==> src/rtl/gemm_systolic_ctrl.sv <==
// rtl/gemm_systolic_ctrl.sv - feed/flush/writeback sequencer for the 4x4 output-stationary GEMM array
// Optional perf counters: define GEMM_CTRL_PERF_EN.
module gemm_systolic_ctrl #(
  parameter int NumRows   = 4,
  parameter int NumCols   = 4,
  parameter int AddrWidth = 10,
  parameter int KWidth    = 8
) (
  input  logic                 clk_i,
  input  logic                 rst_ni,
  input  logic                 start_i,
  input  logic [KWidth-1:0]    k_size_i,
  input  logic                 drain_east_i,
  input  logic [AddrWidth-1:0] base_a_i,
  input  logic [AddrWidth-1:0] base_b_i,
  input  logic [AddrWidth-1:0] base_c_i,
  output logic                 sram_rd_req_o,
  output logic [AddrWidth-1:0] sram_a_addr_o,
  output logic [AddrWidth-1:0] sram_b_addr_o,
  output logic                 valid_data_o,
  output logic                 zero_feed_o,
  output logic [1:0]           acc_mux_sel_o,
  output logic                 sram_c_we_o,
  output logic [AddrWidth-1:0] sram_c_addr_o,
  output logic                 busy_o,
  output logic                 done_o
`ifdef GEMM_CTRL_PERF_EN
  ,
  output logic [31:0]          perf_cycles_o,
  output logic [15:0]          perf_jobs_o
`endif
);

  localparam int FlushLen = NumRows + NumCols - 1;
  localparam int FlushW   = $clog2(NumRows + NumCols + 1);
  localparam int CntWidth = (KWidth > FlushW) ? KWidth : FlushW;

  typedef enum logic [2:0] {
    S_IDLE,
    S_FEED,
    S_FLUSH,
    S_WB,
    S_DONE
  } state_t;

  state_t                state_q, state_d;
  logic [CntWidth-1:0]   cnt_q;
  logic [CntWidth-1:0]   cnt_last;
  logic [KWidth-1:0]     k_q;
  logic                  east_q;
  logic [AddrWidth-1:0]  base_a_q, base_b_q, base_c_q;
  logic                  rd_q;
  logic                  accept;
  logic                  valid_int;

  assign accept = (state_q == S_IDLE) && start_i;

  // Terminal count of the phase-local counter for the current state
  always_comb begin
    cnt_last = '0;
    case (state_q)
      S_FEED:  cnt_last = CntWidth'(k_q) - CntWidth'(1);
      S_FLUSH: cnt_last = CntWidth'(FlushLen - 1);
      S_WB:    cnt_last = east_q ? CntWidth'(NumCols - 1) : CntWidth'(NumRows - 1);
      default: cnt_last = '0;
    endcase
  end

  always_comb begin
    state_d       = state_q;
    sram_rd_req_o = 1'b0;
    sram_a_addr_o = '0;
    sram_b_addr_o = '0;
    acc_mux_sel_o = 2'b00;
    sram_c_we_o   = 1'b0;
    sram_c_addr_o = '0;
    done_o        = 1'b0;
    busy_o        = (state_q != S_IDLE);
    case (state_q)
      S_IDLE: begin
        if (start_i) state_d = (k_size_i == '0) ? S_DONE : S_FEED;
      end
      S_FEED: begin
        sram_rd_req_o = 1'b1;
        sram_a_addr_o = base_a_q + AddrWidth'(cnt_q);
        sram_b_addr_o = base_b_q + AddrWidth'(cnt_q);
        if (cnt_q == cnt_last) state_d = S_FLUSH;
      end
      S_FLUSH: begin
        if (cnt_q == cnt_last) state_d = S_WB;
      end
      S_WB: begin
        acc_mux_sel_o = east_q ? 2'b10 : 2'b01;
        sram_c_we_o   = 1'b1;
        sram_c_addr_o = base_c_q + AddrWidth'(cnt_q);
        if (cnt_q == cnt_last) state_d = S_DONE;
      end
      S_DONE: begin
        done_o  = 1'b1;
        state_d = S_IDLE;
      end
      default: state_d = S_IDLE;
    endcase
    // The first FLUSH cycle still carries the last real operand through rd_q
    valid_int    = rd_q | (state_q == S_FLUSH);
    valid_data_o = valid_int;
    zero_feed_o  = valid_int & ~rd_q;
  end

  always_ff @(posedge clk_i) begin
    if (!rst_ni) begin
      state_q  <= S_IDLE;
      cnt_q    <= '0;
      k_q      <= '0;
      east_q   <= 1'b0;
      base_a_q <= '0;
      base_b_q <= '0;
      base_c_q <= '0;
      rd_q     <= 1'b0;
    end else begin
      state_q <= state_d;
      cnt_q   <= (state_d != state_q) ? '0 : cnt_q + CntWidth'(1);
      rd_q    <= sram_rd_req_o;
      if (accept) begin
        k_q      <= k_size_i;
        east_q   <= drain_east_i;
        base_a_q <= base_a_i;
        base_b_q <= base_b_i;
        base_c_q <= base_c_i;
      end
    end
  end

`ifdef GEMM_CTRL_PERF_EN
  always_ff @(posedge clk_i) begin
    if (!rst_ni) begin
      perf_cycles_o <= '0;
      perf_jobs_o   <= '0;
    end else begin
      if (accept) perf_cycles_o <= '0;
      else if (busy_o) perf_cycles_o <= perf_cycles_o + 32'd1;
      if (done_o) perf_jobs_o <= perf_jobs_o + 16'd1;
    end
  end
`endif

endmodule

==> config.mk <==
export PLATFORM = sky130hd
export DESIGN_NAME = gemm_systolic_ctrl
export DESIGN_NICKNAME = d
export VERILOG_FILES = /design/src/rtl/gemm_systolic_ctrl.sv
export SDC_FILE = /design/constraint.sdc
export NUM_CORES = 1
export LEC_CHECK = 0
export CORE_ASPECT_RATIO = 0.8
export CORE_MARGIN = 3
export CORE_UTILIZATION = 58
export DETAILED_ROUTE_END_ITERATION = 10
export DONT_BUFFER_PORTS = 1
export MAX_ROUTING_LAYER = met4
export PLACE_DENSITY_LB_ADDON = 0.2
export REMOVE_ABC_BUFFERS = 1
export SLEW_MARGIN = 20
export SYNTH_ARGS = -nofsm -noshare
export SYNTH_HDL_FRONTEND = slang
export SYNTH_SLANG_ARGS = --single-unit
==> constraint.sdc <==
create_clock -name clk_i -period 2.5 [get_ports clk_i]
set_input_delay 0.5 -clock clk_i [delete_from_list [all_inputs] [get_ports clk_i]]
set_output_delay 0.5 -clock clk_i [all_outputs]
set_load 0.005 [all_outputs]
==> impl_metrics.csv <==
group,metric,value,unit
outcome,status,"finished with violations",
outcome,violations,"setup timing",
detailed_routing,drt_iter0_markers,200,
grt,grt_max_degree,43,
critical_path,path_max_fanout,6,
sta,slew_violations,0,
critical_path,crit_start,"cnt_q[0]",
clock_tree,ctsHoldBuffers,0,
layout,final_layout_size_suffix_gt1_share,25.57,%
sta,finalHoldViolCount,0,
sta,period_needed,2.780,ns
critical_path,startpoint_type,"flip-flop",
yosys,yosys_register_bits,51,
clock_tree,clk_latency,0.31,ns
sta,slew-limit-headroom,58.04,%
placement,gp_congestion,0.8573,
clock_tree,clock_path_buffers,2,
power,p_leak,1.713,nW
critical_path,crit_path_end_kind,"primary output",
critical_path,crit_path_max_incr_delay,0.40,ns
clock_tree,cts_root_buf,"clkbuf_8",
sta,grt_setup_unrepaired,"true",
detailed_routing,wl_per_cell,16.34,µm
layout,layout.nets,552,
yosys,synth_edf_count,0,
clock_tree,clk_pin_slew_worst_paths,0.10,ns
placement,io_buffers,0,
detailed_routing,drc_errors,0,
sta,skew,0.008442,ns
layout,diodes,0,
detailed_routing,drtPass1Iterations,4,
clock_tree,cts_tree,"yes",
floorplan,die_x,92.27,µm
yosys,ys.flop_type,"dfxtp_1",
placement,placed_cells,541,
layout,areaGrowthSynthToFinish,23.66,%
layout,final_cell_mix,"nand2_1, buf_4, dfxtp_1, a21boi_0, nor2_1",
detailed_routing,drt-total-wl,9.136,mm
yosys,netlist_instances,447,
yosys,yosysWarnings,0,
worst_hold_path,hp-start,"base_a_i[3]",
grt,grt_overflow_total,0,
clock_tree,cts_buffers,5,
detailed_routing,vias,3279,
yosys,avgSynthCellArea,7.726,µm²
critical_path,crit_arrival,2.28,ns
detailed_routing,viasPerCell,5.866,
floorplan,die_h,75.02,µm
yosys,yosysUniqueCellTypes,47,
grt,grt_pass1_wl,13.82,mm
critical_path,crit_chain,"ha_4 -> fa_2 -> a21o_1 -> a21oi_2 -> o21bai_1 -> a21oi_2 -> o21ai_1 -> xnor2_1 -> nor2_1",
critical_path,reg2reg_from,"k_q[1]",
yosys,synth-async-reset-ratio,0,%
grt,grt_usage,25.55,%
clock_tree,cts_sinks,51,
floorplan,rows,24,
sta,tightest_slew,0.6279,ns
critical_path,crit_type,"reg -> out",
floorplan,io_pins,80,
critical_path,cpMostUsedCell,"a21oi_2",
sta,fmax,359.8,MHz
clock_tree,h-tree-depth,2,
grt,grt_pass1_vias,3009,
grt,grt_antenna_before_repair,0,
critical_path,crit_path_top_delay_cell,"dfxtp_4",
worst_hold_path,hold_path.class,"in -> reg",
yosys,syn_area,0.003453,mm²
placement,dpl.hpwl,5.920,mm
critical_path,crit_required,2.00,ns
layout,final_common_cell,"nand2_1",
power,total_power,2.613,mW
yosys,seq_area_frac_synth,29.57,%
floorplan,initial_core_util,61.50,%
sta,setup_viol,24,
detailed_routing,drtAntennaViolNets,0,
floorplan,fp.dieArea,0.006922,mm²
layout,final_cells,559,
floorplan,fp.coreArea,0.005615,mm²
power,irDropWorstVdd,0.3698,mV
power,power_density,611.9,mW/mm²
flow_run,max_cap_violations,0,
sta,period_share,111.2,%
sta,worst_slack,-0.2796,ns
## per-layer routing
| metal | global-route usage, % | vias up | part of all wire, % |
|---|---|---|---|
| li1 | - | 1592 | - |
| met1 | 31.11 | 1556 | 43 |
| met2 | 45.39 | 119 | 50 |
| met3 | 4.595 | 12 | 6.0 |
| met4 | 4.942 | 0 | 0.97 |
| met5 | - | - | 0 |
## sequential cells by signal (all words and copies together) (netlist names)
signal    cells
state_q       3
rd_q          1
east_q        1
k_q           8
base_a_q     10
cnt_q         8
base_c_q     10
base_b_q     10
## Yosys cell counts (5+ instances only)
| library cell | count | area [µm²] |
|---|---|---|
| nand3_1 | 8 | 40.04 |
| nor2_1 | 40 | 150.1 |
| a21o_1 | 6 | 45.04 |
| xor2_1 | 6 | 52.55 |
| dfxtp_1 | 51 | 1021 |
| ha_1 | 26 | 325.3 |
| inv_1 | 25 | 93.84 |
| o21bai_1 | 6 | 45.04 |
| xnor2_1 | 26 | 227.7 |
| nand2_1 | 89 | 334.1 |
| clkbuf_1 | 21 | 78.83 |
| a21oi_1 | 21 | 105.1 |
| o21ai_0 | 7 | 35.03 |
| and2_1 | 9 | 56.30 |
| nand4_1 | 5 | 31.28 |
| a21boi_0 | 39 | 292.8 |
## worst paths after layout
check	to	slack (ns)	cells past startpoint
worst min-delay path	base_a_q[3]	0.32	2
worst min register to register	base_a_q[6]	0.47	2
worst max register to register	state_q[1]	-0.14	10
worst max-delay path	sram_c_addr_o[8]	-0.28	9
## cells by family (layout without fill, tap and decap cells)
group,after synthesis,count (layout),share of synthesized area (%)
and+or+nand+nor,182,182,23.95
AOI/OAI and AO/OA,104,104,21.09
DFF,51,51,29.57
buffers and inverters,47,81,5.145
xor gates and xnor gates,33,33,8.768
adders and majority gates,29,29,11.16
muxes,1,1,0.3261
## worst max-delay path, delay by kind of cell, from the launching register on
family	cells	cell delay [ns]
AOI/OAI and AO/OA	5	0.72
adders and majority gates	2	0.53
DFF	1	0.40
xor gates and xnor gates	1	0.24
and+or+nand+nor	1	0.09
## through the flow
step	setup slack [ns]	util (%)	setup TNS (ns)	hold WS [ns]	area (µm²)
after floorplan	-0.2837	-	-2.484	0.4434	3369
after global placement	-0.04538	67.05	-0.06434	0.4549	3765
after detailed placement	-0.07087	67.05	-0.2801	0.4618	3765
after CTS	-0.1600	72.77	-1.323	0.3156	4086
after global routing	-0.3668	76.05	-5.567	0.3222	4270
final	-0.2796	76.05	-3.322	0.3179	4270
## power by group
group          switching (mW)  internal, mW
Combinational           0.617         0.483
Clock                   0.284         0.218
Sequential             0.0942         0.917
Total                   0.995          1.62
## cell type report
class / instances / area [µm²]
inverter: 25 / 93.84
multi-input combinational: 349 / 2554
clock inverter: 1 / 5.005
timing repair buffer: 49 / 400.4
tap: 78 / 97.59
fill: 412 / 1345
clock buffer: 6 / 82.58
sequential: 51 / 1037
## what timing repair did
item | 4_1_cts | 5_1_grt
buffers inserted | 8 | 4
pin swaps | 36 | 31
gates resized for setup | 47 | 35
endpoints found under the setup margin | 19 | 25
Note: power is estimated with default switching activity, not from simulation.
